$ cat config.mk
export PLATFORM = sky130hd
export DESIGN_NAME = j101_wbck
export DESIGN_NICKNAME = d
export VERILOG_FILES = /design/src/rtl/j101_wbck_pkg.sv /design/src/rtl/j101_wbck_arb.sv /design/src/rtl/j101_wbck.sv
export SDC_FILE = /design/constraint.sdc
export NUM_CORES = 1
export LEC_CHECK = 0
export ABC_AREA = 1
export BUFFER_PORTS_ARGS = -buffer_cell sky130_fd_sc_hd__buf_2
export CAP_MARGIN = 40
export CORE_ASPECT_RATIO = 0.6
export CORE_MARGIN = 2
export CORE_UTILIZATION = 40
export DETAILED_ROUTE_END_ITERATION = 12
export PLACE_DENSITY = 0.81
export SLEW_MARGIN = 20
export SYNTH_ARGS = -nofsm -noshare
export SYNTH_HDL_FRONTEND = slang
export SYNTH_SLANG_ARGS = --single-unit
$ cat constraint.sdc
create_clock -name clk -period 3.3 [get_ports clk]
set_clock_uncertainty 0.1 [all_clocks]
set_input_delay 0.66 -clock clk [delete_from_list [all_inputs] [get_ports clk]]
set_output_delay 0.66 -clock clk [all_outputs]
set_load 0.005 [all_outputs]
$ cat src/rtl/j101_wbck_pkg.sv
// j101_wbck_pkg: shared width defaults, grant encoding and helpers for the write-back stage.
// Revision 1.0 - initial release.
`default_nettype none

`ifndef J101_XLEN
  `define J101_XLEN 32
`endif
`ifndef J101_RFIDX_WIDTH
  `define J101_RFIDX_WIDTH 5
`endif
`ifndef J101_WBCK_STARVE_MAX
  `define J101_WBCK_STARVE_MAX 4
`endif
`ifndef J101_WBCK_CNT_W
  `define J101_WBCK_CNT_W 4
`endif

package j101_wbck_pkg;

  localparam int XLEN_DEF        = `J101_XLEN;
  localparam int RFIDX_W_DEF     = `J101_RFIDX_WIDTH;
  localparam int STARVE_MAX_DEF  = `J101_WBCK_STARVE_MAX;
  localparam int WBCK_CNT_W      = `J101_WBCK_CNT_W;

  typedef enum logic [1:0] {
    GNT_NONE  = 2'd0,
    GNT_ALU   = 2'd1,
    GNT_LONGP = 2'd2
  } wbck_gnt_e;

  // The arbiter guarantees the grants are one-hot or idle; longp is checked first anyway.
  function automatic wbck_gnt_e gnt_encode(input logic alu_gnt, input logic longp_gnt);
    if (longp_gnt)    return GNT_LONGP;
    else if (alu_gnt) return GNT_ALU;
    else              return GNT_NONE;
  endfunction

endpackage

`default_nettype wire

$ cat src/rtl/j101_wbck_arb.sv
// j101_wbck_arb: long-pipe-priority two-way arbiter with a saturating ALU anti-starvation streak.
// Revision 1.0 - initial release.
`default_nettype none

module j101_wbck_arb
  import j101_wbck_pkg::*;
#(
  parameter int STARVE_MAX = STARVE_MAX_DEF,
  parameter int CNT_W      = WBCK_CNT_W
) (
  input  logic clk,
  input  logic rst,
  input  logic i_alu_valid,
  input  logic i_longp_valid,
  output logic o_alu_gnt,
  output logic o_longp_gnt
);

  localparam logic [CNT_W-1:0] c_starve_max = CNT_W'(STARVE_MAX);

  if ((STARVE_MAX < 1) || (STARVE_MAX > 15)) begin : g_bad_starve_max
    $error("j101_wbck_arb: STARVE_MAX must lie in 1..15");
  end

  logic [CNT_W-1:0] r_streak;
  logic [CNT_W-1:0] w_streak_nxt;
  logic             w_starved;

  assign w_starved = (r_streak == c_starve_max);

  // Readys are held low throughout reset so nothing is accepted while the stage is cleared.
  assign o_longp_gnt = ~rst & i_longp_valid & ~(i_alu_valid & w_starved);
  assign o_alu_gnt   = ~rst & i_alu_valid & (~i_longp_valid | w_starved);

  always_comb begin
    w_streak_nxt = r_streak;
    if (!i_alu_valid || o_alu_gnt) begin
      w_streak_nxt = '0;
    end else if (o_longp_gnt && !w_starved) begin
      w_streak_nxt = r_streak + CNT_W'(1);
    end
  end

  always_ff @(posedge clk or posedge rst) begin
    if (rst) begin
      r_streak <= '0;
    end else begin
      r_streak <= w_streak_nxt;
    end
  end

endmodule

`default_nettype wire

$ cat src/rtl/j101_wbck.sv
// j101_wbck: write-back stage; arbitrates ALU vs long-pipe results and registers the regfile write port.
// Revision 1.0 - initial release.
`default_nettype none

module j101_wbck
  import j101_wbck_pkg::*;
#(
  parameter int STARVE_MAX = STARVE_MAX_DEF,
  parameter int XLEN       = XLEN_DEF,
  parameter int RFIDX_W    = RFIDX_W_DEF
) (
  input  logic               clk,
  input  logic               rst,
  input  logic               alu_wbck_i_valid,
  output logic               alu_wbck_i_ready,
  input  logic [XLEN-1:0]    alu_wbck_i_wdat,
  input  logic [RFIDX_W-1:0] alu_wbck_i_rdidx,
  input  logic               longp_wbck_i_valid,
  output logic               longp_wbck_i_ready,
  input  logic [XLEN-1:0]    longp_wbck_i_wdat,
  input  logic [RFIDX_W-1:0] longp_wbck_i_rdidx,
  input  logic               longp_wbck_i_err,
  output logic               wbck_dest_wen,
  output logic [RFIDX_W-1:0] wbck_dest_idx,
  output logic [XLEN-1:0]    wbck_dest_dat,
  output logic               longp_excp_o
);

  logic               w_alu_gnt;
  logic               w_longp_gnt;
  wbck_gnt_e          w_sel;
  logic               w_wen;
  logic               w_excp;
  logic [RFIDX_W-1:0] w_idx;
  logic [XLEN-1:0]    w_dat;

  logic               r_wen;
  logic               r_excp;
  logic [RFIDX_W-1:0] r_idx;
  logic [XLEN-1:0]    r_dat;

  j101_wbck_arb #(
    .STARVE_MAX (STARVE_MAX),
    .CNT_W      (WBCK_CNT_W)
  ) u_arb (
    .clk           (clk),
    .rst           (rst),
    .i_alu_valid   (alu_wbck_i_valid),
    .i_longp_valid (longp_wbck_i_valid),
    .o_alu_gnt     (w_alu_gnt),
    .o_longp_gnt   (w_longp_gnt)
  );

  assign alu_wbck_i_ready   = w_alu_gnt;
  assign longp_wbck_i_ready = w_longp_gnt;

  // A faulting long-pipe result still updates idx/dat but turns the write into an exception slot.
  always_comb begin
    w_sel  = gnt_encode(w_alu_gnt, w_longp_gnt);
    w_wen  = 1'b0;
    w_excp = 1'b0;
    w_idx  = r_idx;
    w_dat  = r_dat;
    case (w_sel)
      GNT_ALU: begin
        w_wen = 1'b1;
        w_idx = alu_wbck_i_rdidx;
        w_dat = alu_wbck_i_wdat;
      end
      GNT_LONGP: begin
        w_wen  = ~longp_wbck_i_err;
        w_excp = longp_wbck_i_err;
        w_idx  = longp_wbck_i_rdidx;
        w_dat  = longp_wbck_i_wdat;
      end
      default: begin
      end
    endcase
  end

  always_ff @(posedge clk or posedge rst) begin
    if (rst) begin
      r_wen  <= 1'b0;
      r_excp <= 1'b0;
      r_idx  <= '0;
      r_dat  <= '0;
    end else begin
      r_wen  <= w_wen;
      r_excp <= w_excp;
      r_idx  <= w_idx;
      r_dat  <= w_dat;
    end
  end

  assign wbck_dest_wen = r_wen;
  assign wbck_dest_idx = r_idx;
  assign wbck_dest_dat = r_dat;
  assign longp_excp_o  = r_excp;

endmodule

`default_nettype wire

==> results of run 1 <==
==> metal layers <==
metal,share of wire [%],wire length (microns)
met5,0,0
met4,0.56,34
met3,6.9,419
met2,44,2640
met1,49,2960
==> critical path: stages (launching register included) <==
cell	delay, ns
dfrtp_1	0.41
inv_1	0.07
ha_1	0.21
nand3_1	0.09
nand2_1	0.07
nand2_1	0.11
inv_1	0.04
buf_2	0.12
==> through the flow <==
step,util [%],worst slack [ns],hold slack [ns],instances
finish,54.3,1.13,0.379,512
global route,54.3,0.991,0.407,512
CTS,54.3,1.13,0.389,512
detailed placement,52.9,1.27,0.365,504
global placement,52.9,1.30,0.359,504
floorplan,-,1.03,0.372,319
==> how the worst max path moves through the flow <==
| stage | to | slack (ns) | depth (start not counted) |
|---|---|---|---|
| floorplan | alu_wbck_i_ready | 1.03 | 5 |
| global placement | alu_wbck_i_ready | 1.30 | 7 |
| detailed placement | alu_wbck_i_ready | 1.27 | 7 |
| CTS | alu_wbck_i_ready | 1.13 | 7 |
| global route | alu_wbck_i_ready | 0.99 | 7 |
| finish | alu_wbck_i_ready | 1.13 | 7 |
==> registers in the layout, summed over array words and instances, names as in the netlist <==
name and cells:
wbck_dest_wen 1, wbck_dest_dat 32, u_arb.r_streak 4, wbck_dest_idx 5, longp_excp_o 1
==> area by class of cell <==
type | instances | area [sq um] | share of cell area (%)
clock buffer | 7 | 76.3 | 2.46
clock inverter | 1 | 5.00 | 0.162
sequential | 43 | 1080 | 34.7
multi-input combinational | 211 | 1030 | 33.3
inverter | 46 | 175 | 5.66
tap | 80 | 100 | 3.23
timing repair buffer | 124 | 633 | 20.4
==> cells by family after synthesis <==
family / share of synthesized area (%)
DFF: 44.4
AOI/OAI and AO/OA: 1.08
buffers and inverters: 13.6
adders and majority gates: 1.03
xor gates and xnor gates: 0.722
and+or+nand+nor: 39.2
==> layout by cell type, fill, tap and decap left out, drive strengths merged <==
cell type / synthesis / layout
buf: 19 / 124
clkbuf: 0 / 7
clkinv: 0 / 1
dfrtp: 43 / 43
ha: 2 / 2
inv: 46 / 46
nand2: 122 / 122
nand3: 38 / 38
nand3b: 36 / 36
nand4: 2 / 2
nor2: 5 / 5
o21a: 1 / 1
o21ai: 3 / 3
xor2: 2 / 2
==> report_power, final <==
part / switching, W / internal (W)
registers: 0.0000474 / 0.000600
clock network: 0.000161 / 0.000148
logic: 0.000165 / 0.000149
==> results.toml, run 1 <==
[worst_setup_path]
crit_path_start = "u_arb.r_streak[0]"
cp-start-kind = "flop"
reg2reg_depth = 8
cp_max_fo = 5
arrival_ns = 1.41
cp-end-kind = "primary output"
r2r_start = "u_arb.r_streak[1]"
r2r_end = "wbck_dest_idx[3]"
path_class = "flop to primary output"
required_ns = 2.54
r2r_slack_ns = 1.52

[timing]
fmax_mhz = 462
tightest_slew_ns = 0.513
rsz0062_at_grt = "no"
setup-tns-final_ns = 0
fin_crit_ns = 2.17
slew_viol_final = 0
relSlewSlack_pct = 65.8
finalCritPeriodShare_pct = 65.7
hold_viol_final = 0
setup_viol = 0

[grt]
grt_use_met1_pct = 25.3
grt_usage_pct = 18.7
grt_overflow = 0
grt.met3_usage_pct = 5.10
first_global_vias = 2200
grt_pass1_wl_microns = 10200
grtUsageMet2_pct = 30.4
antenna_found_initial = 0
top_usage_layer = "met2"
grt_max_degree = 44

[floorplan]
die-area_sq_um = 6720
die_h_microns = 64.3
core.rowCount = 21
io_pins = 120
die_w_microns = 105
fp.coreArea_sq_um = 5700
start_util_pct = 42.5

[synth]
synth_edf_count = 0
syn_inst = 319
netlist_area_sq_um = 2430
synth-seq-cells = 43
synth_top_area_share_pct = 44.4
async_flop_share_pct = 100
ys_types = 18
avgSynthCellArea_sq_um = 7.61
ys_seq_area_share_pct = 44.4
netlist_top_cells_count = "nand2_1, inv_1, dfrtp_1"
synthesis.nets = 400
synth_area_leaders = "dfrtp_1, nand2_1, nand3b_1"
yosysTopAreaCell = "dfrtp_1"
yosysMostFrequentCell = "nand2_1"
synth_flop_cell = "dfrtp_1"
yosysWarnings = 0

[hold_path]
whs_path_depth = 2
min_to = "wbck_dest_dat[0]"
hp-start = "wbck_dest_dat[0]"
hp-class = "flop to flop"

[pwr]
power.density_nw_per_um2 = 410
p_leak_nw = 1.87
power_w = 0.00127
ir_drop_v = 0.000173

[clocking]
cts_resized = 0
cts_max_path_buffers = 2
cts.sinks = 43
cts_buffers = 5
h-tree-depth = 2
path_clk_slew_ns = 0.07
cts_setup_buffers = 0
cts_tree = "yes"
cts_root_buf = "clkbuf_8"
clk_latency_ns = 0.28
postCtsHoldBufs = 0

[final_layout]
syn2layout_area_growth_pct = 27.6
finish.instance_area_sq_um = 3100
fill_cells = 578
final_nets = 512
drive_gt1_share_pct = 31.3
n_antenna_cell = 0

[drt]
wirelength_microns = 6050
vias_per_cell = 4.53
drt-initial-drc-count = 103
drc = 0
ant_nets = 0
dr.pass1.iters = 4
via_count = 2321
wl_per_cell_microns = 11.8

[placed_design]
place.detailed.hpwl_microns = 4310
gp_congestion = 0.815
place_area_sq_um = 3020
io_buffers = 119

[run_status]
status = "finished, final reports clean"

[job]
max-cap-violations = 0
Power figures use the tool's default switching activity.
==> run 2: changes to the inputs <==
--- a/config.mk
+++ b/config.mk
@@ -12,7 +12,7 @@
 export CORE_MARGIN = 2
 export CORE_UTILIZATION = 40
 export DETAILED_ROUTE_END_ITERATION = 12
-export PLACE_DENSITY = 0.81
+export PLACE_DENSITY = 0.84
 export SLEW_MARGIN = 20
 export SYNTH_ARGS = -nofsm -noshare
 export SYNTH_HDL_FRONTEND = slang
==> constraint.sdc (replaced) <==
create_clock -name clk -period 1.8 [get_ports clk]
set_clock_uncertainty 0.1 [all_clocks]
set_input_delay 0.36 -clock clk [delete_from_list [all_inputs] [get_ports clk]]
set_output_delay 0.36 -clock clk [all_outputs]
set_load 0.005 [all_outputs]
==> results.toml, run 2 (synthesis results as in run 1) <==
[drt]
wl_met3_microns = 486
dr.pass1.iters = 7
met1_length_microns = 2970
drt-initial-drc-count = 137
via_count = 2455
vias_per_cell = 4.71
drc = 0
wl_per_cell_microns = 12.3
top_layer = "met4"
wl_met2_microns = 2890
wirelength_microns = 6410
ant_nets = 0

[placed_design]
io_buffers = 119
place.detailed.hpwl_microns = 4660
preCtsSetupSlack_ns = 0.134
place_area_sq_um = 3050
gp_congestion = 0.821
dp_cells = 509

[final_layout]
largest_reg_flops = 32
layout_common_cells = "nand2_1, buf_2, dfrtp_1"
final_nets = 522
syn2layout_area_growth_pct = 32.1
n_antenna_cell = 0
drive_gt1_share_pct = 34.7
finish.instance_area_sq_um = 3210
finalNonFillerCells = 521

[worst_setup_path]
cp-end-kind = "primary output"
cp_cell_sequence = "inv_2 -> ha_4 -> nand4_1 -> nand2_1 -> inv_1 -> buf_2"
r2r_end = "wbck_dest_dat[24]"
slowest_stage = "dfrtp_1"
crit_path_start = "u_arb.r_streak[1]"
required_ns = 1.34
cp-start-kind = "flop"
r2r_start = "u_arb.r_streak[1]"
arrival_ns = 1.34
reg2reg_depth = 10
cp_max_fo = 2
r2r_slack_ns = 0.14
cp_slowest_stage_delay_ns = 0.40
path_class = "flop to primary output"

[timing]
fin_crit_ns = 1.80
finalCritPeriodShare_pct = 100
hold_viol_final = 0
hold_ws_ns = 0.175
setup_viol = 1
layout_setup_ws_ns = -0.00388
rsz0062_at_grt = "yes"
slew_viol_final = 0
relSlewSlack_pct = 64.4
fmax_mhz = 554
tightest_slew_ns = 0.534

[grt]
antenna_found_initial = 0
grt_pass1_wl_microns = 10600
grt_overflow = 0
first_global_vias = 2337
grt_max_degree = 44
grt_usage_pct = 19.5

[floorplan]
die-area_sq_um = 6720
die_h_microns = 64.3
core.rowCount = 21
start_util_pct = 42.5
io_pins = 120
fp.coreArea_sq_um = 5700
die_w_microns = 105

[run_status]
status = "finished with violations"
violations = "negative setup slack"

[pwr]
power.density_nw_per_um2 = 757
p_leak_nw = 1.92
power.internal_w = 0.00171
seq_power_share_pct = 48.6
p_sw_w = 0.000716
ir_drop_v = 0.000282
p_clk_share_pct = 25.1
switching_share_pct = 29.5
p_comb_share_pct = 26.3

[hold_path]
whs_path_depth = 2
hp-class = "input pin to flop"
min_to = "wbck_dest_wen"
hp-start = "longp_wbck_i_err"

[clocking]
clk_latency_ns = 0.29
cts_buffers = 5
cts_root_buf = "clkbuf_8"
h-tree-depth = 2
path_clk_slew_ns = 0.08
cts.sinks = 43
cts_max_path_buffers = 2
cts_tree = "yes"
postCtsHoldBufs = 0

[job]
max-cap-violations = 0
run 2: cell types whose count changed in the layout (fill, tap and decap cells not counted), sizes merged:
cell	change
buf	+10
clkbuf	-1
run 2: what timing repair did:
item	CTS	global route
setup buffers	4	1
gates resized for setup	0	9
endpoints found under the setup margin	2	4
hold endpoints to repair	0	0
pin swaps	2	3
run 2: stage by stage:
step / power, W / util, % / setup TNS, ns
after floorplan: 0.00152 / - / 0
after CTS: 0.00243 / 55.6 / 0
after global routing: 0.00261 / 56.2 / -0.105
after detailed placement: 0.00179 / 53.5 / 0
final: 0.00243 / 56.2 / -0.00388
after global placement: 0.00177 / 53.5 / 0
run 2: power groups by stage:
stage	logic [W]	registers (W)	clock network [W]
after floorplan	0.000313	0.00120	0
after global placement	0.000572	0.00120	0
after detailed placement	0.000591	0.00120	0
after CTS	0.000619	0.00118	0.000640
after global routing	0.000730	0.00120	0.000681
final	0.000638	0.00118	0.000610
run 2: worst max path at each step:
stage                         end  slack [ns]  cells after the start
2_1_floorplan    wbck_dest_dat[0]        0.09                      7
3_3_place_gp     wbck_dest_dat[7]        0.20                      8
3_5_place_dp     wbck_dest_dat[7]        0.13                      8
4_1_cts          alu_wbck_i_ready        0.01                      7
5_1_grt        longp_wbck_i_ready       -0.06                      6
6_report       longp_wbck_i_ready      -0.004                      6
run 2: metal layers:
| metal | GRT usage, % | vias to the layer above |
|---|---|---|
| met1 | 25.7 | 1125 |
| li1 | - | 1222 |
| met3 | 4.49 | 9 |
| met2 | 33.2 | 99 |
| met5 | 0 | - |
| met4 | 4.05 | 0 |
run 2: worst max-delay path, delay by kind of cell (launching register included):
kind	cells	cell delay, ns
flops	1	0.40
buf+inv	3	0.26
simple gates	2	0.26
fa+ha+maj	1	0.14
run 2: layout make-up:
cell class	instances	area (sq um)
Timing Repair Buffer	134	708
Inverter	46	175
Fill cell	545	2500
Clock inverter	1	5.00
Multi-Input combinational cell	211	1060
Sequential cell	43	1080
Tap cell	80	100
Clock buffer	6	82.6
==> run 3: changes to the inputs <==
--- a/config.mk
+++ b/config.mk
@@ -5,14 +5,13 @@
 export SDC_FILE = /design/constraint.sdc
 export NUM_CORES = 1
 export LEC_CHECK = 0
-export ABC_AREA = 1
 export BUFFER_PORTS_ARGS = -buffer_cell sky130_fd_sc_hd__buf_2
 export CAP_MARGIN = 40
 export CORE_ASPECT_RATIO = 0.6
-export CORE_MARGIN = 2
 export CORE_UTILIZATION = 40
 export DETAILED_ROUTE_END_ITERATION = 12
-export PLACE_DENSITY = 0.84
+export PLACE_DENSITY = 0.86
+export REMOVE_ABC_BUFFERS = 1
 export SLEW_MARGIN = 20
 export SYNTH_ARGS = -nofsm -noshare
 export SYNTH_HDL_FRONTEND = slang
==> results.toml, run 3 <==
[synth]
async_flop_share_pct = 100
synth_flop_cell = "dfrtp_1"
syn_inst = 251
synth_top_area_share_pct = 48.1
synth_edf_count = 0
ys_types = 27
synth_area_leaders = "dfrtp_1, a31oi_1, a21oi_1"
yosysWarnings = 0
synth-seq-cells = 43
netlist_area_sq_um = 2240
ys_seq_area_share_pct = 48.1
avgSynthCellArea_sq_um = 8.91
netlist_top_cells_count = "dfrtp_1, a21oi_1, nor2_1"
yosysMostFrequentCell = "dfrtp_1"
yosysTopAreaCell = "dfrtp_1"

[worst_setup_path]
cp_slowest_stage_delay_ns = 0.38
cp_cell_sequence = "inv_2 -> ha_4 -> buf_4 -> and4b_2 -> nor2_1 -> buf_2"
critPathBufInv = 3
r2r_start = "u_arb.r_streak[0]"
crit_path_start = "u_arb.r_streak[0]"
cp-end-kind = "primary output"
path_class = "flop to primary output"
cp_max_fo = 2
reg2reg_depth = 8
path_depth = 6
cp-start-kind = "flop"
crit_end = "longp_wbck_i_ready"
r2r_end = "wbck_dest_dat[27]"
r2r_slack_ns = 0.04
arrival_ns = 1.42
cpLargestDelayFamily = "flip-flops"
slowest_stage = "dfrtp_1"
required_ns = 1.34

[pwr]
p_leak_nw = 1.44
ir_drop_v = 0.000323
power.density_nw_per_um2 = 749

[clocking]
cts.sinks = 43
cts_buffers = 5
h-tree-depth = 2
postCtsHoldBufs = 0
cts_tree = "yes"
path_clk_slew_ns = 0.08
cts_max_path_buffers = 2
cts_root_buf = "clkbuf_8"
clk_latency_ns = 0.29

[grt]
antenna_found_initial = 0
grt_usage_pct = 23.0
grt_pass1_wl_microns = 10300
first_global_vias = 2075
grt_overflow = 0
grt_max_degree = 38

[final_layout]
final_core_util_pct = 57.9
final_common_cell = "buf_2"
largest_reg_flops = 32
syn2layout_area_growth_pct = 35.4
layout_common_cells = "buf_2, dfrtp_1, a21oi_1"
n_antenna_cell = 0
final_nets = 453
drive_gt1_share_pct = 41.3
finalNonFillerCells = 439
finish.instance_area_sq_um = 3030

[placed_design]
place.detailed.hpwl_microns = 4510
gp_congestion = 0.824
place_area_sq_um = 2840
dp_cells = 424
io_buffers = 119

[timing]
relSlewSlack_pct = 68.0
setup_viol = 2
hold_viol_final = 0
slew_viol_final = 0
tightest_slew_ns = 0.479
fmax_mhz = 531
finalCritPeriodShare_pct = 105
fin_crit_ns = 1.88
layout_setup_ws_ns = -0.0827
rsz0062_at_grt = "yes"
setup-tns-final_ns = -0.149

[floorplan]
die_h_microns = 59.9
core.rowCount = 20
die_w_microns = 98.5
die-area_sq_um = 5900
fp.coreArea_sq_um = 5230
io_pins = 120
start_util_pct = 42.8

[job]
max-cap-violations = 0

[drt]
dr.pass1.iters = 10
ant_nets = 0
drt-initial-drc-count = 132
vias_per_cell = 5.41
wl_per_cell_microns = 15.4
via_count = 2374
drc = 10
wirelength_microns = 6760

[hold_path]
hp-class = "input pin to asynchronous set/reset pin"

[run_status]
status = "finished with violations"
violations = "design-rule violations, negative setup slack"
-- run 3: cell types whose count changed after synthesis, sizes merged, moves of 4 or more --
cell	change
inv	-42
nand3b	-34
nand2	-119
nor2	+34
nand3	-38
a31oi	+38
o21ai	+34
buf	+4
a21oi	+41
-- run 3: repair_timing --
action,CTS,global route
gates resized for setup,6,9
endpoints found under the setup margin,2,2
pin swaps,3,0
cloned,0,0
buffers inserted,5,1
-- run 3: worst min-delay path by stage --
stage,startpoint,endpoint,slack [ns],depth (start not counted)
floorplan,rst,u_arb.r_streak[1],0.40,2
global placement,rst,wbck_dest_dat[23],0.39,3
detailed placement,rst,u_arb.r_streak[3],0.39,3
CTS,rst,wbck_dest_dat[29],0.07,3
global route,rst,u_arb.r_streak[3],0.1,3
finish,rst,u_arb.r_streak[3],0.08,3
-- run 3: per-layer routing --
metal	part of all wire [%]	GRT usage, %	up-vias	wire [microns]
met5	0	0	-	0
met4	0.35	5.76	0	24
met3	8.0	6.67	4	543
met2	45	37.5	110	3020
met1	47	30.7	1107	3180
li1	-	-	1153	-
-- run 3: worst min-delay path: stages --
cell,delay [ns]
buf_2,0.16
inv_2,0.06
buf_4,0.27
-- run 3: where the power goes --
group	total, W	internal, W	switching (W)	leakage [nW]
combinational	0.000533	0.000264	0.000268	0.897
clock	0.000588	0.000273	0.000315	0.0422
sequential	0.00115	0.00108	0.0000645	0.496
-- run 3: final cells by class --
cell class                 count  area (sq um)
clock buffer                   7          76.3
fill                         480          2200
clock inverter                 1          5.00
tap                           66          82.6
multi-input combinational    179           982
sequential                    43          1080
timing repair buffer         139           790
inverter                       4          15.0
-- run 3: stage by stage --
| stage | power [W] | hold slack (ns) | setup slack [ns] |
|---|---|---|---|
| 2_1_floorplan | 0.00138 | 0.403 | -0.349 |
| 5_1_grt | 0.00241 | 0.0971 | -0.158 |
| 6_report | 0.00227 | 0.0798 | -0.0827 |
| 4_1_cts | 0.00228 | 0.0747 | -0.0503 |
| 3_5_place_dp | 0.00168 | 0.393 | 0.0316 |
| 3_3_place_gp | 0.00166 | 0.392 | 0.146 |
-- run 3: cell families (layout without fill, tap and decap cells) --
family                     count (synthesis)  count (layout)  synth area share [%]
DFF                                       43              43                  48.1
buffers and inverters                     29             151                  8.90
AOI/OAI and AO/OA                        120             120                  30.1
adders and majority gates                  2               2                  1.12
and+or+nand+nor                           57              57                  11.8
